## src/rtl/cbus_pkg.sv

```systemverilog
// Shared definitions for the common-bus transfer block.
//   xferState_e : transfer FSM state encoding
//   WIDTH_DEF   : default register / bus width
//   IDX_A..D    : register index codes used on xfer_src/xfer_dst/ext_dst
package cbus_pkg;

  typedef enum logic [1:0] {
    IDLE = 2'd0,
    SEL  = 2'd1,
    LOAD = 2'd2,
    DONE = 2'd3
  } xferState_e;

  localparam int unsigned WIDTH_DEF = 4;

  localparam logic [1:0] IDX_A = 2'd0;
  localparam logic [1:0] IDX_B = 2'd1;
  localparam logic [1:0] IDX_C = 2'd2;
  localparam logic [1:0] IDX_D = 2'd3;

endpackage

```

## src/rtl/cbus_xfer_if.sv

```systemverilog
// Transfer handshake and common-bus signals.
//   master : requester side (drives xfer_req/src/dst, returns busIn from the mux)
//   slave  : cbus_xfer side (drives muxSelect, xfer_busy, xfer_done)
interface cbus_xfer_if #(
  parameter int unsigned WIDTH = 4
);
  logic             xfer_req;
  logic [1:0]       xfer_src;
  logic [1:0]       xfer_dst;
  logic [WIDTH-1:0] busIn;
  logic [1:0]       muxSelect;
  logic             xfer_busy;
  logic             xfer_done;

  modport master (
    output xfer_req, xfer_src, xfer_dst, busIn,
    input  muxSelect, xfer_busy, xfer_done
  );

  modport slave (
    input  xfer_req, xfer_src, xfer_dst, busIn,
    output muxSelect, xfer_busy, xfer_done
  );
endinterface

```

## src/rtl/cbus_dec2to4.sv

```systemverilog
// 2-to-4 decoder with enable: produces one-hot register load enables.
//   idx    : register index
//   en     : decode enable; all outputs low when 0
//   onehot : one-hot load enables, bit n for register index n
module cbus_dec2to4 (
  input  logic [1:0] idx,
  input  logic       en,
  output logic [3:0] onehot
);
  always_comb begin
    onehot = '0;
    if (en) onehot[idx] = 1'b1;
  end
endmodule

```

## src/rtl/cbus_xfer.sv

```systemverilog
// Register-to-register transfer over a common bus with external parallel load.
//   clk, rst_n          : clock, asynchronous active-low reset
//   bus (slave)         : xfer_req/src/dst in, busIn from external mux,
//                         muxSelect/xfer_busy/xfer_done out
//   ext_load/dst/data   : external write into one register, any state
//   regA..regD          : register contents, feeding the bus multiplexer
module cbus_xfer
  import cbus_pkg::*;
#(
  parameter int unsigned WIDTH = WIDTH_DEF
) (
  input  logic             clk,
  input  logic             rst_n,
  cbus_xfer_if.slave       bus,
  input  logic             ext_load,
  input  logic [1:0]       ext_dst,
  input  logic [WIDTH-1:0] ext_data,
  output logic [WIDTH-1:0] regA,
  output logic [WIDTH-1:0] regB,
  output logic [WIDTH-1:0] regC,
  output logic [WIDTH-1:0] regD
);

  xferState_e       state;
  logic [1:0]       srcLat;
  logic [1:0]       dstLat;
  logic [1:0]       muxSel;
  logic             busy;
  logic             done;
  logic [3:0]       busWe;
  logic [3:0]       extWe;
  logic [WIDTH-1:0] regs [4];

  // muxSelect is loaded on entry to SEL and otherwise held, so it tracks the
  // latched source through SEL/LOAD and keeps its last value elsewhere.
  always_ff @(posedge clk or negedge rst_n) begin
    if (!rst_n) begin
      state  <= IDLE;
      srcLat <= '0;
      dstLat <= '0;
      muxSel <= '0;
      busy   <= 1'b0;
      done   <= 1'b0;
    end else begin
      case (state)
        IDLE: begin
          if (bus.xfer_req) begin
            state  <= SEL;
            srcLat <= bus.xfer_src;
            dstLat <= bus.xfer_dst;
            muxSel <= bus.xfer_src;
            busy   <= 1'b1;
          end
          done <= 1'b0;
        end
        SEL: begin
          state <= LOAD;
          muxSel <= srcLat;
        end
        LOAD: begin
          state <= DONE;
          done  <= 1'b1;
        end
        DONE: begin
          state <= IDLE;
          busy  <= 1'b0;
          done  <= 1'b0;
        end
        default: state <= IDLE;
      endcase
    end
  end

  cbus_dec2to4 u_busDec (
    .idx    (dstLat),
    .en     (state == LOAD),
    .onehot (busWe)
  );

  cbus_dec2to4 u_extDec (
    .idx    (ext_dst),
    .en     (ext_load),
    .onehot (extWe)
  );

  // Bus write is checked first so it wins over an external write to the
  // same register in the LOAD cycle.
  always_ff @(posedge clk or negedge rst_n) begin
    if (!rst_n) begin
      for (int unsigned i = 0; i < 4; i++) regs[i] <= '0;
    end else begin
      for (int unsigned i = 0; i < 4; i++) begin
        if (busWe[i])      regs[i] <= bus.busIn;
        else if (extWe[i]) regs[i] <= ext_data;
      end
    end
  end

  assign bus.muxSelect = muxSel;
  assign bus.xfer_busy = busy;
  assign bus.xfer_done = done;

  assign regA = regs[IDX_A];
  assign regB = regs[IDX_B];
  assign regC = regs[IDX_C];
  assign regD = regs[IDX_D];

endmodule

```

## src/flat_wrapper.sv

```systemverilog
// flat-port wrapper written by rule: the top's interface ports become plain ports
module cbus_xfer_flat import cbus_pkg::*;
#(
  parameter int unsigned WIDTH = WIDTH_DEF
)
  (clk, rst_n, ext_load, ext_dst, ext_data, regA, regB, regC, regD, bus_xfer_req, bus_xfer_src, bus_xfer_dst, bus_busIn, bus_muxSelect, bus_xfer_busy, bus_xfer_done);
  cbus_xfer_if #(.WIDTH(WIDTH)) bus_i ();
  input  logic clk;
  input  logic rst_n;
  input  logic ext_load;
  input  logic [1:0] ext_dst;
  input  logic [WIDTH-1:0] ext_data;
  output logic [WIDTH-1:0] regA;
  output logic [WIDTH-1:0] regB;
  output logic [WIDTH-1:0] regC;
  output logic [WIDTH-1:0] regD;
  input wire logic [$bits(bus_i.xfer_req)-1:0] bus_xfer_req;
  input wire logic [$bits(bus_i.xfer_src)-1:0] bus_xfer_src;
  input wire logic [$bits(bus_i.xfer_dst)-1:0] bus_xfer_dst;
  input wire logic [$bits(bus_i.busIn)-1:0] bus_busIn;
  output wire logic [$bits(bus_i.muxSelect)-1:0] bus_muxSelect;
  output wire logic [$bits(bus_i.xfer_busy)-1:0] bus_xfer_busy;
  output wire logic [$bits(bus_i.xfer_done)-1:0] bus_xfer_done;
  assign bus_i.xfer_req = bus_xfer_req;
  assign bus_i.xfer_src = bus_xfer_src;
  assign bus_i.xfer_dst = bus_xfer_dst;
  assign bus_i.busIn = bus_busIn;
  assign bus_muxSelect = bus_i.muxSelect;
  assign bus_xfer_busy = bus_i.xfer_busy;
  assign bus_xfer_done = bus_i.xfer_done;
  cbus_xfer #(.WIDTH(WIDTH)) u_core (.clk(clk), .rst_n(rst_n), .bus(bus_i), .ext_load(ext_load), .ext_dst(ext_dst), .ext_data(ext_data), .regA(regA), .regB(regB), .regC(regC), .regD(regD));
endmodule
```

## config.mk

```make
export PLATFORM = sky130hd
export DESIGN_NAME = cbus_xfer_flat
export DESIGN_NICKNAME = d
export VERILOG_FILES = /design/src/rtl/cbus_pkg.sv /design/src/rtl/cbus_xfer_if.sv /design/src/rtl/cbus_dec2to4.sv /design/src/rtl/cbus_xfer.sv /design/src/flat_wrapper.sv
export SDC_FILE = /design/constraint.sdc
export NUM_CORES = 1
export LEC_CHECK = 0
export ABC_AREA = 1
export CAP_MARGIN = 40
export CORE_MARGIN = 2
export CORE_UTILIZATION = 45
export DETAILED_ROUTE_END_ITERATION = 16
export GPL_TIMING_DRIVEN = 0
export PLACE_DENSITY_LB_ADDON = 0.2
export SETUP_SLACK_MARGIN = 0.05
export SLEW_MARGIN = 20
export SYNTH_ARGS = -nofsm -noshare
export SYNTH_HDL_FRONTEND = slang
export SYNTH_SLANG_ARGS = --single-unit
```

## constraint.sdc

```tcl
create_clock -name clk -period 1.4 [get_ports clk]
set_clock_uncertainty 0.05 [all_clocks]
set_input_delay 0.28 -clock clk [delete_from_list [all_inputs] [get_ports clk]]
set_output_delay 0.28 -clock clk [all_outputs]
set_load 0.05 [all_outputs]
```

==> impl_metrics.json <==
{
  "p_leak_nw": 0.975,
  "layout.cells.non_filler": 255,
  "max-cap-violations": 0,
  "crit_chain": "inv_2 -> ha_4 -> buf_12 -> nand3_4 -> nand3_2 -> nand3_2",
  "start_kind": "register",
  "diodes": 0,
  "cp_data_arrival_time_ns": 1.50,
  "synth_area_per_cell_um2": 8.58,
  "io_pins": 38,
  "ys_warn_count": 0,
  "worstSkewPairLatency_ns": 0.32,
  "ys_ff_latch": 26,
  "r2r_end": "u_core.regD[3]",
  "fin_area_mm2": 0.00197,
  "dr.pass1.iters": 4,
  "synth.net_count": 190,
  "max_stage_delay_ns": 0.42,
  "grt_max_degree": 27,
  "required_ns": 1.57,
  "place_congestion": 0.890,
  "synth_top_cell_by_area": "dfrtp_1",
  "drv_slew": 0,
  "grt_overflow_total": 0,
  "grt_pass1_vias": 1322,
  "period_share_pct": 95.6,
  "clk_path_buf_depth": 2,
  "slew_headroom_pct": 61.0,
  "cts.sinks": 26,
  "synth_edf_count": 0,
  "ys_types": 16,
  "peakVddDrop_mv": 1.54,
  "ys_top_cells_by_count": "nand3_1 (48), dfrtp_1 (26), nand2_1 (25)",
  "fmax_mhz": 747,
  "crit-reg2reg-launch": "u_core.state[0]",
  "yosys.cell_count.top_type": "nand3_1",
  "clkTransAtPathRegs_ns": 0.14,
  "drc": 0,
  "worstSetupPathType": "register to register",
  "dpl.hpwl_mm": 2.49,
  "antenna_found_initial": 0,
  "pwr-share-comb_pct": 63.6,
  "cts_made_buffers": 3,
  "clkPwrFrac_pct": 8.2,
  "rsz0062_at_grt": "true",
  "netlist_top_cells_area": "dfrtp_1 (46%), nand3_1 (17%), nand2_1 (6.6%)",
  "postPlaceCellArea_mm2": 0.00184,
  "core-area_mm2": 0.00303,
  "end_kind": "register",
  "dieArea_mm2": 0.00361,
  "power.total_mw": 4.76,
  "dp.cells": 246,
  "cts_tree": "built",
  "die_y_um": 60.1,
  "yosysTopAreaCellShare_pct": 46.0,
  "chipWidth_um": 60.1,
  "hold_ws_ns": 0.420,
  "viasPerCell": 5.27,
  "min_period_ns": 1.34,
  "crit_fanout": 8,
  "drive_gt1_share_pct": 31.8,
  "pwr-share-seq_pct": 28.2,
  "swShare_pct": 53.3,
  "drtAntennaViolNets": 0,
  "grt_pass1_wl_mm": 5.73,
  "critPathSlowestCell": "dfrtp_1",
  "async_reset_ff_share_pct": 100,
  "grtUsageTotal_pct": 21.1,
  "reg2reg_setup_slack_ns": 0.06,
  "cpMostUsedCell": "nand3_2",
  "syn_area_mm2": 0.00142,
  "rr_worst_depth": 6,
  "hold_path.class": "input pin to async pin",
  "post_drt_wl_per_cell_um": 14.0,
  "area_delta_synth_final_pct": 39.2,
  "cts_max_level": 1,
  "nets": 237,
  "switching_power_mw": 2.54,
  "cts_root_buffer": "clkbuf_4",
  "initial_core_util_pct": 46.7,
  "tightest_slew_ns": 0.585,
  "vias": 1343,
  "num_rows": 20,
  "power.density_mw_per_mm2": 2420,
  "synth_ff_type": "dfrtp_1",
  "p_int_mw": 2.22,
  "port_buffers": 37,
  "setup_viol": 0,
  "syn_inst": 165,
  "wl_mm": 3.58,
  "hold_violations": 0,
  "outcome": "completed",
  "drt_iter0_drc": 66,
  "seq_area_frac_synth_pct": 46.0
}
per-stage QoR:
step | TNS [ns] | util (%) | setup WS [ns]
after global placement | -9.87 | 60.8 | -0.318
after CTS | 0 | 59.5 | 0.0508
final | 0 | 65.0 | 0.0621
after floorplan | 0 | - | 0.0970
after detailed placement | -2.00 | 60.6 | -0.113
after global routing | -0.0315 | 65.0 | -0.0203
cell type report:
type / instances / area, um2
Sequential cell: 26 / 652
Multi-Input combinational cell: 120 / 805
Buffer: 4 / 57.6
Tap cell: 44 / 55.1
Fill cell: 275 / 1060
Timing Repair Buffer: 40 / 300
Inverter: 17 / 63.8
Clock buffer: 4 / 36.3
critical path: cells and delay by family (launching register included):
family	cells	cell delay, ns
buffers and inverters	2	0.25
adders and majority gates	1	0.15
and+or+nand+nor	3	0.34
DFF	1	0.42
power groups by stage:
stage	sequential, mW	clock (mW)	combinational, mW
final	1.34	0.389	3.03
after global routing	1.39	0.423	3.30
after CTS	1.32	0.397	2.71
after detailed placement	1.35	0	2.89
after global placement	1.33	0	2.82
after floorplan	2.29	0	1.06
routing by layer:
layer	vias to the layer above	track usage, %	wire length, um
met1	626	26.6	1550
met3	8	2.38	141
met2	41	36.0	1810
met4	0	9.84	77
li1	668	-	-
met5	-	0	0
worst max-delay path by stage:
| stage | end | from | cells after the start | slack (ns) |
|---|---|---|---|---|
| after CTS | u_core.regB[2] | u_core.state[0] | 8 | 0.05 |
| after detailed placement | u_core.regB[0] | ext_dst[1] | 6 | -0.11 |
| final | u_core.regD[3] | u_core.state[0] | 6 | 0.06 |
| after floorplan | u_core.regB[0] | u_core.state[0] | 6 | 0.1 |
| after global routing | u_core.regB[2] | u_core.state[0] | 8 | -0.02 |
| after global placement | u_core.bus.muxSelect[1] | rst_n | 1 | -0.32 |
state kept, by name (all words and copies together), names as in the netlist, 2 cells and up:
name	flops
u_core.regB	4
u_core.regD	4
u_core.state	2
u_core.dstLat	2
u_core.regC	4
u_core.srcLat	2
u_core.regA	4
u_core.bus.muxSelect	2
cells by family (layout without fill, tap and decap cells):
logic type                 after synthesis  count (layout)  share of synthesized area [%]
and+or+nand+nor                         97              99                           35.5
DFF                                     26              26                           46.0
buffers and inverters                   21              65                           7.16
AOI/OAI and AO/OA                       14              14                           5.13
adders and majority gates                7               7                           6.19
cell usage in the layout, fill, tap and decap left out, types with 5 or more instances in the layout:
cell | Yosys | routed
buf_2 | 0 | 17
clkbuf_4 | 0 | 7
clkdlybuf4s50_1 | 0 | 16
dfrtp_1 | 26 | 25
inv_1 | 16 | 13
nand2_1 | 25 | 22
nand2_2 | 3 | 5
nand3_1 | 48 | 32
nand3_2 | 0 | 18
nand4_1 | 12 | 12
nor2_1 | 6 | 6
o21ai_0 | 8 | 7
timing repair:
item,CTS,global route
resized for setup,104,36
endpoints found under the setup margin,36,26
pin swaps,1,15
endpoints found under the hold margin,26,0
hold buffers,1,0
cloned,0,2
buffers inserted,1,1
Power figures use the tool's default switching activity.
